`src/rtl/timer_multi.sv`:
```
// Multi-hart machine timer: one shared 64-bit mtime, HARTS 64-bit compare channels,
// rtc-driven prescaler, valid/ready word-access peripheral bus.
module timer_multi #(
   parameter int HARTS = 2,
   parameter int DIV_W = 8
) (
   input  logic             clk,
   input  logic             rst,
   input  logic             rtc,
   input  logic             timer_valid,
   input  logic             timer_instr,
   input  logic [31:0]      timer_addr,
   input  logic [31:0]      timer_wdata,
   input  logic [3:0]       timer_wstrb,
   output logic [31:0]      timer_rdata,
   output logic             timer_ready,
   output logic [HARTS-1:0] timer_irpt
);

   localparam logic [5:0] W_CTRL     = 6'd0;
   localparam logic [5:0] W_MTIME_LO = 6'd2;
   localparam logic [5:0] W_MTIME_HI = 6'd3;

   logic             en;
   logic [DIV_W-1:0] div;
   logic [DIV_W-1:0] pcnt;
   logic [63:0]      mtime;
   logic [63:0]      cmp [HARTS];

   logic rtc_s1, rtc_s2, rtc_s3;
   logic rtc_tick;
   logic mtime_inc;

   logic             acc, wr;
   logic [5:0]       word;
   logic [31:0]      bmask;
   logic [31:0]      ctrl_word, ctrl_merged;
   logic [31:0]      rd_data;
   logic [HARTS-1:0] sel_cmp_lo, sel_cmp_hi;

   // Fetch flag and undecoded address bits are intentionally ignored.
   logic unused_bits;
   assign unused_bits = &{1'b0, timer_instr, timer_addr[31:8], timer_addr[1:0]};

   function automatic logic [31:0] merge(input logic [31:0] old, input logic [31:0] wdata,
                                         input logic [31:0] mask);
      return (old & ~mask) | (wdata & mask);
   endfunction

   assign acc       = timer_valid && !timer_ready;
   assign wr        = acc && (timer_wstrb != 4'b0000);
   assign word      = timer_addr[7:2];
   assign bmask     = {{8{timer_wstrb[3]}}, {8{timer_wstrb[2]}},
                       {8{timer_wstrb[1]}}, {8{timer_wstrb[0]}}};
   assign ctrl_word   = 32'(en) | (32'(div) << 8);
   assign ctrl_merged = merge(ctrl_word, timer_wdata, bmask);

   assign rtc_tick  = rtc_s2 && !rtc_s3;
   assign mtime_inc = rtc_tick && en && (pcnt == div);

   // NOTE: every variable gets a default before the case/loop so no latch is inferred.
   always_comb begin
      rd_data    = 32'h0;
      sel_cmp_lo = '0;
      sel_cmp_hi = '0;
      for (int i = 0; i < HARTS; i++) begin
         sel_cmp_lo[i] = (word == 6'(4 + 2 * i));
         sel_cmp_hi[i] = (word == 6'(5 + 2 * i));
         if (sel_cmp_lo[i]) rd_data = cmp[i][31:0];
         if (sel_cmp_hi[i]) rd_data = cmp[i][63:32];
      end
      case (word)
         W_CTRL:     rd_data = ctrl_word;
         W_MTIME_LO: rd_data = mtime[31:0];
         W_MTIME_HI: rd_data = mtime[63:32];
         default:    ;
      endcase
   end

   // rtc is asynchronous: two-flop synchroniser plus an edge-detect stage.
   // NOTE: sequential state uses <= so every flop samples pre-edge values.
   always_ff @(posedge clk) begin
      if (!rst) begin
         rtc_s1 <= 1'b0;
         rtc_s2 <= 1'b0;
         rtc_s3 <= 1'b0;
      end else begin
         rtc_s1 <= rtc;
         rtc_s2 <= rtc_s1;
         rtc_s3 <= rtc_s2;
      end
   end

   // A bus write to mtime wins over a same-cycle increment.
   always_ff @(posedge clk) begin
      if (!rst) begin
         en    <= 1'b0;
         div   <= '0;
         pcnt  <= '0;
         mtime <= 64'h0;
      end else begin
         if (wr && word == W_CTRL) begin
            en   <= ctrl_merged[0];
            div  <= ctrl_merged[8 +: DIV_W];
            pcnt <= '0;
         end else if (rtc_tick && en) begin
            pcnt <= (pcnt == div) ? '0 : pcnt + DIV_W'(1);
         end

         if (wr && word == W_MTIME_LO)
            mtime[31:0] <= merge(mtime[31:0], timer_wdata, bmask);
         else if (wr && word == W_MTIME_HI)
            mtime[63:32] <= merge(mtime[63:32], timer_wdata, bmask);
         else if (mtime_inc)
            mtime <= mtime + 64'd1;
      end
   end

   // NOTE: the compare array is reset because its all-ones value is what keeps
   // interrupts quiet until software programs a compare.
   always_ff @(posedge clk) begin
      if (!rst) begin
         for (int i = 0; i < HARTS; i++) cmp[i] <= '1;
      end else begin
         for (int i = 0; i < HARTS; i++) begin
            if (wr && sel_cmp_lo[i]) cmp[i][31:0]  <= merge(cmp[i][31:0], timer_wdata, bmask);
            if (wr && sel_cmp_hi[i]) cmp[i][63:32] <= merge(cmp[i][63:32], timer_wdata, bmask);
         end
      end
   end

   always_ff @(posedge clk) begin
      if (!rst) begin
         timer_irpt <= '0;
      end else begin
         for (int i = 0; i < HARTS; i++) timer_irpt[i] <= en && (mtime >= cmp[i]);
      end
   end

   // A held request is refused during its own ready cycle, giving one access per two cycles.
   always_ff @(posedge clk) begin
      if (!rst) begin
         timer_ready <= 1'b0;
         timer_rdata <= 32'h0;
      end else begin
         timer_ready <= acc;
         if (acc) timer_rdata <= rd_data;
      end
   end

endmodule

```
`config.mk`:
```
export PLATFORM = sky130hd
export DESIGN_NAME = timer_multi
export DESIGN_NICKNAME = d
export VERILOG_FILES = /design/src/rtl/timer_multi.sv
export SDC_FILE = /design/constraint.sdc
export NUM_CORES = 1
export LEC_CHECK = 0
export CAP_MARGIN = 20
export CORE_ASPECT_RATIO = 1.25
export CORE_MARGIN = 5
export CORE_UTILIZATION = 35
export CTS_CLUSTER_SIZE = 8
export DETAILED_ROUTE_END_ITERATION = 7
export GPL_TIMING_DRIVEN = 0
export PLACE_DENSITY = 0.63
export SLEW_MARGIN = 5
export SYNTH_ARGS = -nofsm -noshare
export SYNTH_HDL_FRONTEND = slang
export SYNTH_SLANG_ARGS = --single-unit
```
`constraint.sdc`:
```
create_clock -name clk -period 5.6 [get_ports clk]
set_input_delay 0.84 -clock clk [delete_from_list [all_inputs] [get_ports clk]]
set_output_delay 0.84 -clock clk [all_outputs]
set_load 0.01 [all_outputs]
```
* Word level (Yosys, flattened, before mapping)
Memory sizes are Yosys's and may differ from the RTL's. Index checks and enable logic that the tools add are counted.
Storage, ports and cells: flip-flop bits (word level) 119, memory bits (writable) 128, input port bits 73, output and inout bits 35, word-level logic and storage cells 97, memories kept 1
Memories:
- cmp | depth 2, width 64, read ports 2, clocked after Yosys merged registers in 0, write ports 2, line 28 | logic [63:0] cmp [HARTS];
Operators by class: $add $sub $neg 2, $lt $le $gt $ge 2, equality and inequality tests 8, mux-type cells 27, bitwise logic cells 23, reductions and logical operators 23
Operator list (count):
- $mux W32 | 11
- $and A32 B32 Y32 | 7
- $or A32 B32 Y32 | 6
- $ge A64 B64 Y1 | 2
- $pmux W32 S3 | 1
- $add A64 B1 Y64 const B | 1
- $mux W64 | 1
- $not A32 Y32 | 1
- $eq A6 B3 Y1 const B | 4
- $and A16 B16 Y16 | 1
- $or A1 B16 Y16 | 1
- $or A16 B16 Y16 | 1
- $logic_and A1 B1 Y1 | 14
- $mux W1 | 13
- $eq A6 B2 Y1 const B | 2
- $add A8 B1 Y8 const B | 1
- $eq A8 B8 Y1 | 1
- $mux W8 | 1
- $logic_not A6 Y1 | 1
- $or A1 B1 Y1 | 4
- $reduce_and A2 Y1 | 2
- $reduce_bool A2 Y1 | 2
- $reduce_bool A4 Y1 | 1
- $logic_not A1 Y1 | 2
- other kinds (3) | 4

* Logic depth before layout (Yosys ltp)
Gate-level depths: netlist (run 1).
word-level depth 8, depth in mapped cells 10, mapped depth without buffers 8

* Worst setup path after synthesis (run 1)
Ideal clock, no wire load.
path type input -> register, start in timer_addr[5], end mem cmp[0][0], enable pin, setup time 0.470 ns, arrival time 4.344 ns, required time 5.130 ns, path slack 0.786 ns, cell stages on the path 4, buffers on the path 1, cells stage by stage nor4b_1 clkbuf_1 nand2_1 o31ai_1
RTL lines:
- start: declaration | line 12 | input logic [31:0] timer_addr,
- end: declaration | line 28

==> results.sh, run 1 <==
export IMPL_ir_drop_v=0.0001836
export IMPL_synth_compound_area_share_pct=21.10
export IMPL_p_per_area_nw_per_um2=234.5
export IMPL_syn_to_final_growth_pct=17.35
export IMPL_p_total_mw=4.414
export IMPL_post_route_period_util_pct=78.80
export IMPL_cts_sinks=247
export IMPL_outcome="complete, no violations"
export IMPL_critical_path_class="primary input to flip-flop"
export IMPL_fmax_ghz=0.2266
export IMPL_post_cts_buffers=0
export IMPL_path_clk_slew_ns=0.05
export IMPL_synth_top_family_by_area="compound AO/OA/AOI/OAI gates"
export IMPL_final_core_util_pct=41.57
export IMPL_initial_utilization_pct=35.42
export IMPL_synth_seq_cells=247
export IMPL_grt_usage_pct=28.30
export IMPL_synth_cell_types=78
export IMPL_num_vias=16040
export IMPL_p_leak_nw=7.413
export IMPL_via_per_inst=6.309
export IMPL_worstHoldStart="rtc_s1"
export IMPL_cts_htree_levels=2
export IMPL_synth_area_leaders="edfxtp_1 (24%), dfxtp_1 (15%), ha_1 (10%)"
export IMPL_coreArea_um2=45280
export IMPL_grtUsageMet1_pct=34.06
export IMPL_io_pin_count=108
export IMPL_cp_arrival_ns=4.85
export IMPL_path_max_fanout=10
export IMPL_hold_viol_final=0
export IMPL_grt_max_degree=20
export IMPL_tightestPinTransition_ns=1.391
export IMPL_clkLatencyLatePin_ns=0.54
export IMPL_clk_path_buf_depth=3
export IMPL_ys_seq_area_share_pct=38.81
export IMPL_grt_antenna_before_repair=0
export IMPL_max_slew_margin_pct=7.252
export IMPL_die_area_um2=50240
export IMPL_fin_skew_ns=0.02127
export IMPL_busiest_layer="met2"
export IMPL_placed_cells=2477
export IMPL_critPathCaptureType="flip-flop"
export IMPL_grt_use_met2_pct=45.96
export IMPL_maxCapViolCount=0
export IMPL_die_h_um=249.4
export IMPL_r2r_setup_slack_ns=2.02
export IMPL_use_met3_pct=4.336
export IMPL_grt_pass1_vias=15600
export IMPL_syn_cell_area_um2=16040
export IMPL_yosys_warnings=0
export IMPL_drcViolationCount=0
export IMPL_root_buffer="clkbuf_16"
export IMPL_synth_ff_type="edfxtp_1"
export IMPL_die_w_um=201.5
export IMPL_cts_resized=0
export IMPL_num_nets_final=2142
export IMPL_synthMuxAreaShare_pct=5.023
export IMPL_slew_violations=0
export IMPL_critical_path_startpoint="timer_wstrb[0]"
export IMPL_firstDrtPassIters=8
export IMPL_numCtsBuffers=36
export IMPL_place_congestion=1.015
export IMPL_period_needed_ns=4.413
export IMPL_async_flop_share_pct=0
export IMPL_synthAdderAreaFrac_pct=10.14
export IMPL_fin_cells=2542
export IMPL_overflow=0
export IMPL_synth_top_area_share_pct=23.96
export IMPL_cts_tree="built"
export IMPL_syn_avg_cell_area_um2=8.868
export IMPL_synth_edf_count=128
export IMPL_hold_ws_ns=0.4300
export IMPL_dp_hpwl_mm=57.21
export IMPL_synthXorXnorAreaFrac_pct=0.8736
export IMPL_reg2regPathDepth=8
export IMPL_setup_tns_ns=0
export IMPL_synth_simple_gate_area_share_pct=17.99
export IMPL_rsz0062_at_grt="false"
export IMPL_syn_nets=2012
export IMPL_io_buffers=78
export IMPL_num_rows=87
export IMPL_cp_start_kind="primary input"
export IMPL_hold_path_class="flip-flop to flip-flop"
export IMPL_drive_gt1_share_pct=5.909
export IMPL_grt_pass1_wl_mm=105.9
export IMPL_r2r_start="timer_ready"
export IMPL_finalSetupViolCount=0
export IMPL_synthCells=1809
export IMPL_postCtsHoldBufs=0
export IMPL_wirelength_mm=74.02
export IMPL_ant_nets=0
export IMPL_synth_common_cells="o21ai_0 (178), nand2_1 (175), inv_1 (146), nor2_1 (134), ha_1 (130)"
export IMPL_wl_per_cell_um=29.12
export IMPL_drtIter0Drc=1824
export IMPL_required_ns=6.04
export IMPL_nFillCells=4556
export IMPL_yosysTopAreaCell="edfxtp_1"
export IMPL_yosysMostFrequentCell="o21ai_0"
## through the flow
stage / area [um^2] / worst slack [ns]
after floorplan: 16040 / 0.7857
after global placement: 17550 / -3.885
after detailed placement: 17790 / 0.7661
after CTS: 18810 / 1.303
after global routing: 18820 / 1.144
final: 18830 / 1.187
## critical path, cell delays in order
cell,delay [ns]
clkdlybuf4s50_1,0.51
clkbuf_1,0.33
or4_1,0.62
nand4_1,0.35
nand2_1,0.35
nor2_1,0.88
buf_2,0.52
o21ai_0,0.19
a211oi_1,0.24
## layout by cell type (no fill, tap or decap), types with 9 or more instances in the layout
cell type and instances:
nor2_1 134, a21oi_1 126, mux4_2 27, a221oi_1 13, nor3_1 34, o221ai_1 15, buf_2 11, clkbuf_1 110
nand4_1 50, o21a_1 11, o21ai_0 177, o211ai_1 12, o21ai_1 9, nand3_1 67, ha_1 130, clkbuf_16 37
clkdlybuf4s50_1 78, nor4_1 16, and3_1 27, buf_1 14, mux2i_1 13, and2_1 12, a31oi_1 25, a211oi_1 37
and4_1 10, o31a_1 9, dfxtp_1 119, xnor2_1 10, inv_1 146, edfxtp_1 128, o22ai_1 10, nand2_1 174
a222oi_1 23
## final cells by class
| cell class | instances | area, um^2 | area share (%) |
|---|---|---|---|
| Tap cell | 578 | 723.2 | 3.842 |
| Inverter | 147 | 551.8 | 2.931 |
| Buffer | 109 | 421.7 | 2.240 |
| Antenna cell | 1 | 2.502 | 0.01329 |
| Multi-Input combinational cell | 1306 | 8877 | 47.16 |
| Timing Repair Buffer | 92 | 1003 | 5.330 |
| Sequential cell | 247 | 6226 | 33.07 |
| Clock buffer | 62 | 1020 | 5.417 |
## metal layers
layer | vias up | routed length, um
met5 | - | 0
met4 | 0 | 6517
met3 | 259 | 5835
met2 | 931 | 34260
met1 | 7782 | 27400
li1 | 7066 | -
## cells by family (layout without fill, tap and decap cells)
| family | count (synthesis) | in the layout |
|---|---|---|
| simple gates | 578 | 578 |
| compound gates | 536 | 536 |
| buf+inv | 256 | 410 |
| flops | 247 | 247 |
| fa+ha+maj | 130 | 130 |
| mux | 46 | 46 |
| xor+xnor | 16 | 16 |
| other cells | 0 | 1 |
## worst min path at each step
stage	cells after the start	end	slack (ns)
after global placement	1	rtc_s2	0.42
after floorplan	1	rtc_s2	0.41
after global routing	1	rtc_s2	0.45
after detailed placement	1	rtc_s2	0.42
final	1	rtc_s2	0.43
after CTS	1	rtc_s2	0.43
## report_power, final
group | internal, mW | switching [mW] | total (mW) | leakage [nW]
logic | 0.132 | 0.262 | 0.394 | 5.07
registers | 1.92 | 0.0222 | 1.95 | 1.86
clock network | 1.22 | 0.849 | 2.07 | 0.485
(Power assumes the default switching activity.)
==> run 2, diff against run 1 <==
==> constraint.sdc (replaced) <==
create_clock -name clk -period 4.3 [get_ports clk]
set_input_delay 0.645 -clock clk [delete_from_list [all_inputs] [get_ports clk]]
set_output_delay 0.645 -clock clk [all_outputs]
set_load 0.01 [all_outputs]
==> run 2 against run 1 <==
Compared with the run above: routed wire length is 0.38% higher; register-to-register slack lost 1.4 ns; utilization is 0.11 points higher; sequential power increased by 30%; combinational power grew 28%; largest cell class unchanged; largest power group unchanged.
==> results.sh, run 2 (synthesis results as in run 1) <==
export IMPL_outcome="complete, no violations"
export IMPL_initial_utilization_pct=35.42
export IMPL_top_layer_used="met5"
export IMPL_postCtsHoldBufs=0
export IMPL_p_total_mw=5.885
export IMPL_cp_arrival_ns=4.55
export IMPL_hold_ws_ns=0.4242
export IMPL_rsz0062_at_grt="false"
export IMPL_drive_gt1_share_pct=6.161
export IMPL_dp_hpwl_mm=57.45
export IMPL_drtIter0Drc=1906
export IMPL_fmax_ghz=0.2328
export IMPL_maxCapViolCount=0
export IMPL_hold_path_endpoint="rtc_s2"
export IMPL_cp_start_kind="primary input"
export IMPL_clkLatencyLatePin_ns=0.54
export IMPL_p_per_area_nw_per_um2=311.8
export IMPL_fin_skew_ns=0.01866
export IMPL_final_common_cell="o21ai_0"
export IMPL_cts_sinks=247
export IMPL_route_met3_wl_mm=6.051
export IMPL_wl_per_cell_um=29.23
export IMPL_r2r_setup_slack_ns=0.59
export IMPL_r2r_end="cmp[0][50]"
export IMPL_ir_drop_v=0.0002244
export IMPL_period_needed_ns=4.295
export IMPL_required_ns=4.55
export IMPL_cts_tree="built"
export IMPL_crit_chain="clkdlybuf4s50_1 -> or4b_1 -> clkbuf_1 -> nor4_2 -> nand2_1 -> clkbuf_1 -> a21oi_1 -> o21ai_0"
export IMPL_io_pin_count=108
export IMPL_p_seq_share_pct=43.1
export IMPL_wirelength_mm=74.30
export IMPL_worstHoldStart="rtc_s1"
export IMPL_grt_pass1_vias=15520
export IMPL_io_buffers=78
export IMPL_final_core_util_pct=41.69
export IMPL_combinationalPowerShare_pct=8.6
export IMPL_p_leak_nw=7.436
export IMPL_grt_antenna_before_repair=1
export IMPL_grt_max_degree=18
export IMPL_place_congestion=0.9934
export IMPL_firstDrtPassIters=8
export IMPL_critical_path_class="primary input to flip-flop"
export IMPL_final_cell_mix="o21ai_0 (177), nand2_1 (174), inv_1 (146)"
export IMPL_die_h_um=249.4
export IMPL_num_nets_final=2140
export IMPL_p_sw_share_pct=25.74
export IMPL_die_area_um2=50240
export IMPL_cts_resized=0
export IMPL_num_rows=87
export IMPL_num_vias=16050
export IMPL_max_slew_margin_pct=10.84
export IMPL_r2r_start="timer_ready"
export IMPL_grt_pass1_wl_mm=105.7
export IMPL_clkPwrFrac_pct=48.3
export IMPL_hold_viol_final=0
export IMPL_hold_path_class="flip-flop to flip-flop"
export IMPL_reg2regPathDepth=7
export IMPL_p_int_mw=4.371
export IMPL_die_w_um=201.5
export IMPL_post_route_period_util_pct=99.88
export IMPL_critPathCaptureType="flip-flop"
export IMPL_met2WireLength_mm=33.90
export IMPL_path_common_cell="clkbuf_1"
export IMPL_setup_tns_ns=0
export IMPL_nFillCells=4464
export IMPL_ant_nets=0
export IMPL_diodes=0
export IMPL_syn_to_final_growth_pct=17.67
export IMPL_clk_path_buf_depth=3
export IMPL_cts_htree_levels=2
export IMPL_holdPathStages=1
export IMPL_switchingPower_mw=1.515
export IMPL_path_clk_slew_ns=0.06
export IMPL_max_stage_delay_ns=0.98
export IMPL_grt_usage_pct=28.27
export IMPL_overflow=0
export IMPL_met1_length_mm=27.57
export IMPL_coreArea_um2=45280
export IMPL_via_per_inst=6.314
export IMPL_finalSetupViolCount=0
export IMPL_root_buffer="clkbuf_16"
export IMPL_dp_slack_ns=-0.3841
export IMPL_path_max_fanout=10
export IMPL_cp_slowest_cell="nor4_2"
export IMPL_post_cts_buffers=0
export IMPL_setup_ws_ns=0.005231
export IMPL_numCtsBuffers=37
export IMPL_drcViolationCount=0
export IMPL_slew_violations=0
export IMPL_tightestPinTransition_ns=1.337
## run 2: cell count changes in the layout (fill, tap and decap cells not counted), sizes merged
cell | previous run | this run
inv | 147 | 148
buf | 36 | 34
clkbuf | 149 | 150
clkinv | 0 | 1
diode | 1 | 0
## run 2: stage by stage
step                std cells  instance area (um^2)
floorplan                1809                 16050
global placement         2465                 17550
detailed placement       2474                 17760
CTS                      2540                 18860
global route             2542                 18880
finish                   2542                 18880
## run 2: worst max path at each step
stage | cells past startpoint | startpoint | end | slack [ns]
2_1_floorplan | 4 | timer_addr[5] | cmp[1][0] | 0.65
3_3_place_gp | 5 | timer_addr[5] | cmp[1][6] | -2.87
3_5_place_dp | 9 | timer_addr[2] | cmp[0][49] | -0.38
4_1_cts | 9 | timer_addr[2] | cmp[0][48] | 0.16
5_1_grt | 8 | timer_addr[5] | cmp[0][13] | 0.08
6_report | 8 | timer_addr[5] | cmp[0][50] | 0.005
## run 2: power groups by stage
stage / Combinational, mW / Clock (mW) / Sequential (mW)
6_report: 0.506 / 2.84 / 2.54
5_1_grt: 0.527 / 2.96 / 2.54
4_1_cts: 0.498 / 2.87 / 2.54
3_5_place_dp: 0.496 / 0 / 2.58
3_3_place_gp: 0.473 / 0 / 2.59
2_1_floorplan: 0.212 / 0 / 2.58
## run 2: final cells by class
type	instances	area, um^2	share of cell area, %
plain buffers	109	421.7	2.234
clock inverters	2	17.52	0.09279
flip-flops and latches	247	6226	32.98
inverters	147	551.8	2.923
repair buffers	89	963.4	5.104
well taps	578	723.2	3.831
multi-input cells	1306	8894	47.11
clock buffers	64	1080	5.720
## run 2: routing by layer
metal	vias up	GRT usage [%]
li1	7082	-
met1	7740	33.61
met2	948	45.72
met3	277	4.766
met4	2	21.16
met5	-	0
## run 2: worst max-delay path, delay by kind of cell
family | cells | cell delay (ns)
AND/OR/NAND/NOR | 3 | 2.02
buffers and inverters | 3 | 1.30
AO/OA/AOI/OAI | 2 | 0.56
